--- config.mk ---
export PLATFORM = sky130hd
export DESIGN_NAME = sync_fifo_flags
export DESIGN_NICKNAME = d
export VERILOG_FILES = /design/src/rtl/sync_fifo_pkg.sv /design/src/rtl/sync_fifo_mem.sv /design/src/rtl/sync_fifo_flags.sv
export SDC_FILE = /design/constraint.sdc
export NUM_CORES = 1
export LEC_CHECK = 0
export ABC_AREA = 1
export CAP_MARGIN = 10
export CORE_ASPECT_RATIO = 0.9
export CORE_MARGIN = 3
export CORE_UTILIZATION = 40
export CTS_BUF_LIST = sky130_fd_sc_hd__clkbuf_8
export DETAILED_ROUTE_END_ITERATION = 8
export PLACE_DENSITY = 0.66
export SLEW_MARGIN = 20
export SYNTH_ARGS = -nofsm -noshare
export SYNTH_HDL_FRONTEND = slang
export SYNTH_SLANG_ARGS = --single-unit
--- constraint.sdc ---
create_clock -name clk -period 2.5 [get_ports clk]
set_input_delay 0.25 -clock clk [delete_from_list [all_inputs] [get_ports clk]]
set_output_delay 0.25 -clock clk [all_outputs]
set_load 0.05 [all_outputs]
--- src/rtl/sync_fifo_pkg.sv ---
// Shared types and defaults for the flagged synchronous FIFO.
// The optional first-word-fall-through read mode is selected with the
// SYNC_FIFO_FWFT_EN macro (see sync_fifo_flags.sv).
package sync_fifo_pkg;

  localparam int DEF_WIDTH = 8;
  localparam int DEF_DEPTH = 16;

  // Per-cycle operation, encoded as {wr_ok, rd_ok}.
  typedef enum logic [1:0] {
    OP_IDLE  = 2'b00,
    OP_RD    = 2'b01,
    OP_WR    = 2'b10,
    OP_WR_RD = 2'b11
  } fifo_op_e;

  // Map the accepted write/read strobes onto the operation enum.
  function automatic fifo_op_e decode_op(input logic wr_ok, input logic rd_ok);
    return fifo_op_e'({wr_ok, rd_ok});
  endfunction

endpackage : sync_fifo_pkg

--- src/rtl/sync_fifo_mem.sv ---
// Storage array for sync_fifo_flags: synchronous write, asynchronous read.
// Contents are deliberately not reset; validity is tracked by the pointers.
module sync_fifo_mem
  import sync_fifo_pkg::*;
#(
  parameter int WIDTH = DEF_WIDTH,
  parameter int DEPTH = DEF_DEPTH,
  localparam int AW   = $clog2(DEPTH)
) (
  input  logic             clk,
  input  logic             wr_en_i,
  input  logic [AW-1:0]    wr_addr_i,
  input  logic [WIDTH-1:0] wr_data_i,
  input  logic [AW-1:0]    rd_addr_i,
  output logic [WIDTH-1:0] rd_data_o
);

  logic [WIDTH-1:0] mem_q [DEPTH];

  // Write port: one word per accepted write.
  always_ff @(posedge clk) begin
    if (wr_en_i) begin
      mem_q[wr_addr_i] <= wr_data_i;
    end
  end

  // Read port is combinational so the head word is always presented.
  assign rd_data_o = mem_q[rd_addr_i];

endmodule : sync_fifo_mem

--- src/rtl/sync_fifo_flags.sv ---
// Single-clock FIFO with occupancy count, programmable almost-full /
// almost-empty thresholds and sticky overflow/underflow flags.
// Read mode: define SYNC_FIFO_FWFT_EN for first-word-fall-through,
// otherwise rd_data is registered one cycle after an accepted read.
//
// Handshake: wr_en/rd_en are requests. A write is accepted (wr_ok) only
// when the registered state is not full, a read (rd_ok) only when it is
// not empty; both decisions use the count as it stood before the edge,
// so a simultaneous read never makes room for a write in the same cycle.
// A rejected request has no effect on data, only on the sticky error flags.
module sync_fifo_flags
  import sync_fifo_pkg::*;
#(
  parameter int WIDTH    = DEF_WIDTH,
  parameter int DEPTH    = DEF_DEPTH,
  parameter int AF_LEVEL = DEPTH - 2,
  parameter int AE_LEVEL = 2,
  localparam int AW      = $clog2(DEPTH),
  localparam int CW      = AW + 1
) (
  input  logic             clk,
  input  logic             rst,
  input  logic             wr_en,
  input  logic [WIDTH-1:0] wr_data,
  input  logic             rd_en,
  input  logic             clr_err,
  output logic [WIDTH-1:0] rd_data,
  output logic             rd_valid,
  output logic             full,
  output logic             empty,
  output logic             almost_full,
  output logic             almost_empty,
  output logic [CW-1:0]    count,
  output logic             overflow,
  output logic             underflow
);

  logic [AW-1:0]    wr_ptr_q, wr_ptr_d;
  logic [AW-1:0]    rd_ptr_q, rd_ptr_d;
  logic [CW-1:0]    count_q, count_d;
  logic             overflow_q, overflow_d;
  logic             underflow_q, underflow_d;
  logic             wr_ok, rd_ok;
  fifo_op_e         op;
  logic [WIDTH-1:0] mem_rd_data;

  // Status decodes of the registered occupancy.
  assign full         = (count_q == CW'(DEPTH));
  assign empty        = (count_q == '0);
  assign almost_full  = (count_q >= CW'(AF_LEVEL));
  assign almost_empty = (count_q <= CW'(AE_LEVEL));
  assign count        = count_q;
  assign overflow     = overflow_q;
  assign underflow    = underflow_q;

  assign wr_ok = wr_en && !full;
  assign rd_ok = rd_en && !empty;
  assign op    = decode_op(wr_ok, rd_ok);

  sync_fifo_mem #(
    .WIDTH (WIDTH),
    .DEPTH (DEPTH)
  ) u_mem (
    .clk       (clk),
    .wr_en_i   (wr_ok),
    .wr_addr_i (wr_ptr_q),
    .wr_data_i (wr_data),
    .rd_addr_i (rd_ptr_q),
    .rd_data_o (mem_rd_data)
  );

  // Next-state for pointers and occupancy; pointers wrap naturally at DEPTH.
  always_comb begin
    wr_ptr_d = wr_ptr_q;
    rd_ptr_d = rd_ptr_q;
    count_d  = count_q;
    case (op)
      OP_WR: begin
        wr_ptr_d = wr_ptr_q + AW'(1);
        count_d  = count_q + CW'(1);
      end
      OP_RD: begin
        rd_ptr_d = rd_ptr_q + AW'(1);
        count_d  = count_q - CW'(1);
      end
      OP_WR_RD: begin
        wr_ptr_d = wr_ptr_q + AW'(1);
        rd_ptr_d = rd_ptr_q + AW'(1);
      end
      default: begin
        count_d = count_q;
      end
    endcase
  end

  // Sticky error flags: a new error in the clearing cycle keeps the flag set.
  always_comb begin
    overflow_d  = overflow_q;
    underflow_d = underflow_q;
    if (clr_err) begin
      overflow_d  = 1'b0;
      underflow_d = 1'b0;
    end
    if (wr_en && full) begin
      overflow_d = 1'b1;
    end
    if (rd_en && empty) begin
      underflow_d = 1'b1;
    end
  end

  // Control state register with synchronous reset.
  always_ff @(posedge clk) begin
    if (rst) begin
      wr_ptr_q    <= '0;
      rd_ptr_q    <= '0;
      count_q     <= '0;
      overflow_q  <= 1'b0;
      underflow_q <= 1'b0;
    end else begin
      wr_ptr_q    <= wr_ptr_d;
      rd_ptr_q    <= rd_ptr_d;
      count_q     <= count_d;
      overflow_q  <= overflow_d;
      underflow_q <= underflow_d;
    end
  end

`ifdef SYNC_FIFO_FWFT_EN

  // Head word is presented continuously; rd_en acknowledges and pops it.
  assign rd_data  = mem_rd_data;
  assign rd_valid = !empty;

`else

  logic [WIDTH-1:0] rd_data_q, rd_data_d;
  logic             rd_valid_q, rd_valid_d;

  // Registered read: capture the head on an accepted read, else hold data.
  always_comb begin
    rd_data_d  = rd_data_q;
    rd_valid_d = 1'b0;
    if (rd_ok) begin
      rd_data_d  = mem_rd_data;
      rd_valid_d = 1'b1;
    end
  end

  // Output register with synchronous reset.
  always_ff @(posedge clk) begin
    if (rst) begin
      rd_data_q  <= '0;
      rd_valid_q <= 1'b0;
    end else begin
      rd_data_q  <= rd_data_d;
      rd_valid_q <= rd_valid_d;
    end
  end

  assign rd_data  = rd_data_q;
  assign rd_valid = rd_valid_q;

`endif

  // Structural invariants of the occupancy counter.
  a_count_bound : assert property (@(posedge clk) disable iff (rst) count_q <= CW'(DEPTH));
  a_full_empty  : assert property (@(posedge clk) disable iff (rst) !(full && empty));

endmodule : sync_fifo_flags

---- After elaboration in Yosys (flattened, before gate mapping) ----
Memories as Yosys holds them, arrays and structs flattened. A register that Yosys moved wholly into a read port is not among the register bits.
Cells that the tools add are included.
cells by class
  $add $sub $neg .......................... 4
  multiply operators ...................... 0
  divide/modulo/power cells ............... 0
  $lt $le $gt $ge ......................... 2
  eq/ne operators ......................... 4
  shifts and indexed selects .............. 0
  multiplexer cells ....................... 7
  bitwise operators ....................... 0
  reductions and logical operators ........ 12
operator list
  kind                                                                    count
  5-bit one-hot mux with 2 select lines                                   1
  4-bit by 1-bit adder with 4-bit output (second input constant)          2
  1-bit two-way mux                                                       6
  2-bit nonzero test                                                      3
  5-bit by 1-bit adder with 5-bit output (second input constant)          1
  5-bit == test (second input constant)                                   1
  5-bit by 4-bit >= comparator with 1-bit output (second input constant)  1
  5-bit by 2-bit <= comparator with 1-bit output (second input constant)  1
  5-bit logical NOT                                                       1
  5-bit by 1-bit subtractor with 5-bit output (second input constant)     1
  2-bit == test (second input constant)                                   2
  1-bit logical AND                                                       4
  2-bit OR reduction                                                      2
  2-bit by 1-bit == test with 1-bit output (second input constant)        1
  1-bit logical NOT                                                       2
word-level totals
  register bits after elaboration ......... 16
  bits in latches ......................... 0
  bits in writable memories ............... 128
  memory bits (read-only) ................. 0
  input port bits ......................... 13
  output and inout bits ................... 20
  word-level logic and storage cells ...... 36
  memories ................................ 1
memory list
  name         words  bits a word  read ports  clocked after memory_dff  wr ports  line                 source
  u_mem.mem_q  16     8            1           1                         1         sync_fifo_mem.sv:18  logic [WIDTH-1:0] mem_q [DEPTH];

---- Longest topological paths before layout ----
Gate-level depths: netlist (run 1).
  depth in word-level cells ............... 5
  gate-level depth with buffers ........... 16
  depth with buffers taken out ............ 15

---- Cells and area by module ----
From an unflattened synthesis (run 1), not the netlist that was laid out.
second synthesis, totals
  cells, all modules ...................... 700
  area, all modules ....................... 6,765.2 um2
by module, submodules not included
  module           times used  cells an instance  area an instance (um2)  seq. area each (um2)
  sync_fifo_mem    1           543                5,606.6                 3,843.7
  sync_fifo_flags  1           157                1,158.6                 480.5

---- Worst setup path before layout (run 1) ----
OpenSTA, ideal clock, no wires.
  path kind ............................... reg2out
  from .................................... register count_q[1] (netlist: count[1])
  to ...................................... output port almost_empty
  arrival ................................. 3.088 ns
  required time ........................... 2.250 ns
  path slack .............................. -0.838 ns
  cell stages (with the launch flop) ...... 2
  buffers on the path ..................... 0
  cell sequence ........................... dfxtp_1 > a2111oi_0
on the way
  word-level cells in the longest chain between the ends .. 1
ends and longest elaborated chain
  what                                            line                    source
  start, declared                                 sync_fifo_flags.sv:40   logic [CW-1:0] count_q, count_d;
  start signal, assigned                          sync_fifo_flags.sv:123  count_q <= count_d;
  5-bit by 2-bit <= comparator with 1-bit output  sync_fifo_flags.sv:51   assign almost_empty = (count_q <= CW'(AE_LEVEL));
  end, declared                                   sync_fifo_flags.sv:32   output logic almost_empty,
Every way passes these cells.

---- Worst setup path after layout (run 1) ----
Same ends and word-level chain as after synthesis.

==> summary.txt, run 1 <==
Setup path
  • Setup crit end kind: output pin
  • R2r worst-path depth: 15
  • Worst setup path startpoint: count[1]$_SDFFE_PP0P_
  • Crit path capture: almost_empty
  • Reg2reg start: count[0]$_SDFFE_PP0P_
  • Critical path type: register to output pin
  • Crit path max fanout: 7
  • Worst Path Required: 2250 ps
  • Data arrival, critical path: 2140 ps
  • Reg2reg setup slack: 380 ps
  • Crit start category: register
  • RR Endpoint: count[4]$_SDFFE_PP0P_

Floorplanning
  • Die Wd: 142 µm
  • Ports: 33
  • Die span in y: 129 µm
  • Core box area: 16,300 µm²
  • FP Rows: 44
  • DIE AREA: 18,300 µm²
  • Initial Util: 0.411

Place
  • GPL Wtd Cong: 0.830
  • Placed cell count: 922
  • Pre-CTS setup slack: 284 ps
  • Final HPWL DP: 9520 µm
  • IO Port Bufs: 32

Synth
  • Post-synth EDFFs: 128
  • Leading post-synthesis cells by cell area: edfxtp_1, nand2_1, nand3_1
  • Sequential area share after synthesis: 0.646
  • Synth cell count leaders: nand2_1, edfxtp_1, nand3_1, inv_1, nor2_1
  • #FFs+latches synth: 152
  • Most frequent cell after synthesis: nand2_1
  • Yosys top cell area share: 0.574
  • Yosys warns: 0
  • Fraction of registers with async set/reset: 0
  • Post-synthesis average cell area: 9.75 µm²
  • Post-synth top area cell: edfxtp_1
  • Syn Inst Count: 687
  • Syn nets: 710
  • Main flop type after synthesis: edfxtp_1
  • Mapped cell area: 6700 µm²
  • Synth unique cells: 25

Clocking
  • Hold-fix buffers, CTS: 0
  • Maximum root-to-sink buffer count: 2
  • Reg clk slew, reported paths: 80 ps
  • H-Tree Level Count: 4
  • Root buffer cell: clkbuf_8
  • CTS tree: built
  • CTS buffer count: 17
  • Post-CTS setup buffer count: 0
  • Worst-Skew Late Latency: 450 ps
  • Clk sinks: 152
  • Post-CTS Resized: 0

Power and ir drop
  • Worst vdd ir: 593 µV
  • Part of the power in the clock network: 0.261
  • Sw Ratio: 0.367
  • Flop pwr share: 0.400
  • Leakage: 3.25 nW
  • P_int: 4.98 mW
  • Power share of the combinational group: 0.339
  • Pwr Density: 1020 nW/µm²
  • Psw: 2.89 mW

Detailed routing
  • Total number of vias: 4,583
  • Antenna Nets Post-Route: 0
  • Iteration count of the initial detailed-routing pass: 6
  • DR iter-0 viols: 416
  • Via density: 4.80
  • Routed WL: 14,800 µm
  • Avg WL per Cell: 15.5 µm
  • Number of remaining DRC errors: 0

GRT
  • Met2 Resource Use GR: 0.259
  • GRT Overall Usage: 0.172
  • Number of global-route vias before repair: 4,413
  • Gr ovfl total: 0
  • Met1 GRT Util: 0.244
  • GR peak layer: met2
  • GR Util met3: 0.0543
  • Largest net degree at the start of global routing: 51
  • Initial antenna violation count: 0
  • First-pass GRT wire length: 23,800 µm

Run
  • Max cap viols: 0

STA
  • Hold slack: 390 ps
  • Setup TNS: 0 ps
  • Crit path time final: 2390 ps
  • PnR worst setup slack: 107 ps
  • Max Fclk: 418 MHz
  • Clk_skew: 12.3 ps
  • Unrepaired setup endpoints after global routing: false
  • Tcrit/Tclk final: 0.957
  • Max Transition Viols Final: 0
  • Worst slew pin tran: 704 ps
  • Final Hold Fails: 0
  • Max-slew headroom: 0.529
  • Count of final setup violators: 0

Final layout
  • Nets: 757
  • Ant diodes: 0
  • Area growth syn-to-layout: 15.8%
  • Cell Count, Final, Fillers Out: 954
  • Layout cells sized above 1: 0.0830

Min path
  • Min-delay worst type: input port to register

Run status
  • Status: finished, final reports clean
==> metal layers <==
layer,up-vias,share of wire
met5,-,0
met4,0,0.011
met3,9,0.063
met2,111,0.46
met1,2147,0.47
li1,2316,-
==> cell type report <==
class,instances,area (µm²)
clock buffer,17,234
sequential,152,4330
timing repair buffer,57,520
inverter,99,372
clock inverter,15,209
tap,207,259
multi-input combinational,407,1840
fill,1506,8540
==> per-stage QoR <==
step | utilization | cell area, µm² | power (mW)
floorplan | - | 6700 | 5.11
finish | 0.476 | 7750 | 7.88
CTS | 0.476 | 7750 | 7.94
global placement | 0.449 | 7310 | 5.86
global route | 0.476 | 7750 | 8.37
detailed placement | 0.449 | 7310 | 5.89
==> layout by cell type, fill, tap and decap left out, drive strengths merged, types with 17 or more instances in the layout <==
cell           synthesis  final
nand2                206    206
edfxtp               128    128
inv                   97     98
nand3                 97     97
nor2                  55     55
clkdlybuf4s50          0     32
buf                   24     25
dfxtp                 24     24
clkbuf                 5     17
o21ai                 17     17
==> cells by family after synthesis <==
kind of cell / Yosys count / synth area share
xor+xnor: 4 / 0.00523
buf+inv: 128 / 0.0811
fa+ha+maj: 10 / 0.0187
flops: 152 / 0.646
compound gates: 32 / 0.0254
simple gates: 361 / 0.224
==> worst max-delay path, cell delays in order, from the launching register on <==
cell,delay (ps)
dfxtp_1,400
a2111oi_2,430
clkdlybuf4s50_1,870
==> power groups by stage <==
stage / registers (mW) / clock network, mW / logic [mW]
2_1_floorplan: 3.48 / 0 / 1.64
3_3_place_gp: 3.20 / 0 / 2.66
3_5_place_dp: 3.21 / 0 / 2.68
4_1_cts: 3.15 / 2.10 / 2.69
5_1_grt: 3.18 / 2.23 / 2.96
6_report: 3.15 / 2.06 / 2.67
==> how the worst min path moves through the flow <==
stage / start / slack, ps / cells past startpoint / endpoint
final: wr_en / 390 / 3 / overflow$_SDFFE_PP0P_
after global routing: wr_en / 360 / 3 / overflow$_SDFFE_PP0P_
after CTS: wr_en / 370 / 3 / overflow$_SDFFE_PP0P_
after detailed placement: overflow$_SDFFE_PP0P_ / 460 / 2 / overflow$_SDFFE_PP0P_
after global placement: overflow$_SDFFE_PP0P_ / 450 / 2 / overflow$_SDFFE_PP0P_
after floorplan: wr_data[0] / 350 / 0 / u_mem.mem_q[0][0]$_DFFE_PP_
==> sequential cells by signal (all words and copies together), names as in the netlist <==
name and cells:
rd_valid 1, wr_ptr_q 4, underflow 1, rd_data 8, count 5, overflow 1, u_mem.mem_q 128, rd_ptr_q 4
No activity file was read; power rests on OpenSTA's default activity.
==> run 2: changes to the inputs <==
--- a/config.mk
+++ b/config.mk
@@ -8,11 +8,11 @@
 export ABC_AREA = 1
 export CAP_MARGIN = 10
 export CORE_ASPECT_RATIO = 0.9
-export CORE_MARGIN = 3
 export CORE_UTILIZATION = 40
 export CTS_BUF_LIST = sky130_fd_sc_hd__clkbuf_8
 export DETAILED_ROUTE_END_ITERATION = 8
 export PLACE_DENSITY = 0.66
+export SKIP_LAST_GASP = 1
 export SLEW_MARGIN = 20
 export SYNTH_ARGS = -nofsm -noshare
 export SYNTH_HDL_FRONTEND = slang
==> summary.txt, run 2 (synthesis results as in run 1) <==
Detailed routing
  • Routed WL: 14,600 µm (-1.4%)
  • Avg WL per Cell: 15.3 µm (-1.3%)
  • DR top layer: met4
  • Via density: 4.86 (+1.2%)
  • Total number of vias: 4,632 (+1.1%)
  • Antenna Nets Post-Route: 0 (unchanged)
  • Routed wl met2: 6700 µm (-1.0%)
  • Iteration count of the initial detailed-routing pass: 7 (+1)
  • Number of remaining DRC errors: 2 (+2)
  • M1 WL: 6780 µm (-2.1%)
  • Met3 wire len: 876 µm (-5.9%)
  • DR iter-0 viols: 417 (+0.24%)

Setup path
  • Setup crit end kind: output pin
  • Crit start category: register
  • Slowest stage delay, CP: 870 ps (about the same)
  • Worst-path cell chain: a2111oi_2, clkdlybuf4s50_1
  • RR Endpoint: count[4]$_SDFFE_PP0P_
  • Worst Path Required: 2250 ps (about the same)
  • Reg2reg setup slack: 330 ps (-50 ps)
  • Crit path max fanout: 7 (unchanged)
  • R2r worst-path depth: 15 (unchanged)
  • Critical path type: register to output pin
  • Critical Path Slowest Stage Cell: clkdlybuf4s50_1
  • Data arrival, critical path: 2140 ps (about the same)
  • Reg2reg start: count[0]$_SDFFE_PP0P_

STA
  • Max Fclk: 418 MHz (about the same)
  • Crit path time final: 2390 ps (+0.821 ps)
  • Clk_skew: 10.0 ps (-2.33 ps)
  • Setup TNS: 0 ps (unchanged)
  • PnR worst setup slack: 106 ps (-0.821 ps)
  • Max-slew headroom: 0.523 (-0.00649)
  • Tcrit/Tclk final: 0.958 (about the same)
  • Hold slack: 401 ps (+11.9 ps)
  • Count of final setup violators: 0 (unchanged)
  • Unrepaired setup endpoints after global routing: false
  • Final Hold Fails: 0 (unchanged)
  • Worst slew pin tran: 714 ps (+9.71 ps)
  • Max Transition Viols Final: 0 (unchanged)

Clocking
  • Post-CTS setup buffer count: 0 (unchanged)
  • Post-CTS Resized: 0 (unchanged)
  • CTS tree: built
  • Hold-fix buffers, CTS: 0 (unchanged)
  • Clk sinks: 152 (unchanged)
  • Worst-Skew Late Latency: 450 ps (about the same)
  • Root buffer cell: clkbuf_8
  • H-Tree Level Count: 4 (unchanged)
  • Reg clk slew, reported paths: 80 ps (about the same)
  • Maximum root-to-sink buffer count: 2 (unchanged)
  • CTS buffer count: 17 (unchanged)

GRT
  • GRT Overall Usage: 0.178 (+0.00638)
  • Number of global-route vias before repair: 4,321 (-2.1%)
  • Gr ovfl total: 0 (unchanged)
  • Largest net degree at the start of global routing: 67 (+31%)
  • Initial antenna violation count: 0 (unchanged)
  • First-pass GRT wire length: 22,900 µm (-3.6%)

Floorplanning
  • Die span in y: 125 µm (-3.1%)
  • Ports: 33 (unchanged)
  • FP Rows: 44 (unchanged)
  • Die Wd: 138 µm (-2.8%)
  • Initial Util: 0.412 (+0.00139)
  • DIE AREA: 17,300 µm² (-5.8%)
  • Core box area: 16,200 µm² (-0.34%)

Run status
  • Status: finished with violations
  • Failing checks: design-rule violations

Power and ir drop
  • Part of the power in the clock network: 0.216 (-0.045)
  • Worst vdd ir: 439 µV (-26%)
  • Pwr Density: 974 nW/µm² (-4.1%)
  • Power share of the combinational group: 0.363 (+0.024)
  • Sw Ratio: 0.386 (+0.0188)
  • Psw: 2.87 mW (-0.81%)
  • P_int: 4.56 mW (-8.4%)
  • Flop pwr share: 0.420 (+0.020)
  • Leakage: 3.20 nW (-1.4%)

Final layout
  • Most common cell after layout, fill and taps aside: nand2_1
  • Layout cells sized above 1: 0.0751 (-0.00793)
  • Ant diodes: 0 (unchanged)
  • Commonest cells after routing, fill and taps aside: nand2_1, edfxtp_1, inv_1, nand3_1, nor2_1
  • Reg with most FFs: u_mem.mem_q
  • Area growth syn-to-layout: 14.0%
  • Cell Count, Final, Fillers Out: 953 (-0.10%)
  • Max FFs per register: 128 (unchanged)
  • Nets: 756 (-0.13%)

Place
  • IO Port Bufs: 32 (unchanged)
  • Pre-CTS setup slack: 271 ps (-12.7 ps)
  • Final HPWL DP: 9320 µm (-2.1%)
  • GPL Wtd Cong: 0.804 (-3.2%)
  • Placed cell count: 921 (-0.11%)

Min path
  • Worst Hold Path Cells: 3 (unchanged)
  • Min-delay worst type: input port to register
  • Hold path endpoint: overflow$_SDFFE_PP0P_
  • Worst hold start: wr_en

Run
  • Max cap viols: 0 (unchanged)
[run 2: through the flow]
stage	utilization	power (mW)	area (µm²)
after floorplan	-	5.11	6700
after global placement	0.450	5.86	7300
after detailed placement	0.450	5.89	7300
after CTS	0.470	7.49	7630
after global routing	0.470	7.87	7630
final	0.470	7.43	7630
[run 2: routing by layer]
layer / GRT usage / up-vias
met5: 0 / -
met4: 0.0661 / 0
met3: 0.0392 / 27
met2: 0.279 / 148
met1: 0.243 / 2142
li1: - / 2315
[run 2: power by group through the flow]
stage | Sequential, mW | Combinational (mW) | Clock, mW
CTS | 3.13 | 2.72 | 1.65
global route | 3.15 | 2.97 | 1.75
finish | 3.12 | 2.70 | 1.61
detailed placement | 3.18 | 2.71 | 0
global placement | 3.18 | 2.68 | 0
floorplan | 3.48 | 1.64 | 0
[run 2: final cells by class]
cell class	count	area (µm²)
clock buffers	17	234
clock inverters	15	96.3
fillers	1514	8610
inverters	99	372
multi-input cells	407	1840
flip-flops and latches	152	4330
well taps	207	259
repair buffers	56	513
[run 2: how the worst max path moves through the flow]
stage / start / end / slack (ps) / cells past startpoint
6_report: count[1]$_SDFFE_PP0P_ / almost_empty / 110 / 2
5_1_grt: count[1]$_SDFFE_PP0P_ / almost_empty / 20 / 2
4_1_cts: count[1]$_SDFFE_PP0P_ / almost_empty / 60 / 2
3_5_place_dp: rd_en / count[4]$_SDFFE_PP0P_ / 270 / 14
3_3_place_gp: rd_en / count[4]$_SDFFE_PP0P_ / 340 / 14
2_1_floorplan: count[3]$_SDFFE_PP0P_ / count[4]$_SDFFE_PP0P_ / 40 / 16
[run 2: critical path, delay by kind of cell, from the launching register on]
kind | cells | cell delay [ps]
compound gates | 1 | 430
buf+inv | 1 | 870
flops | 1 | 400
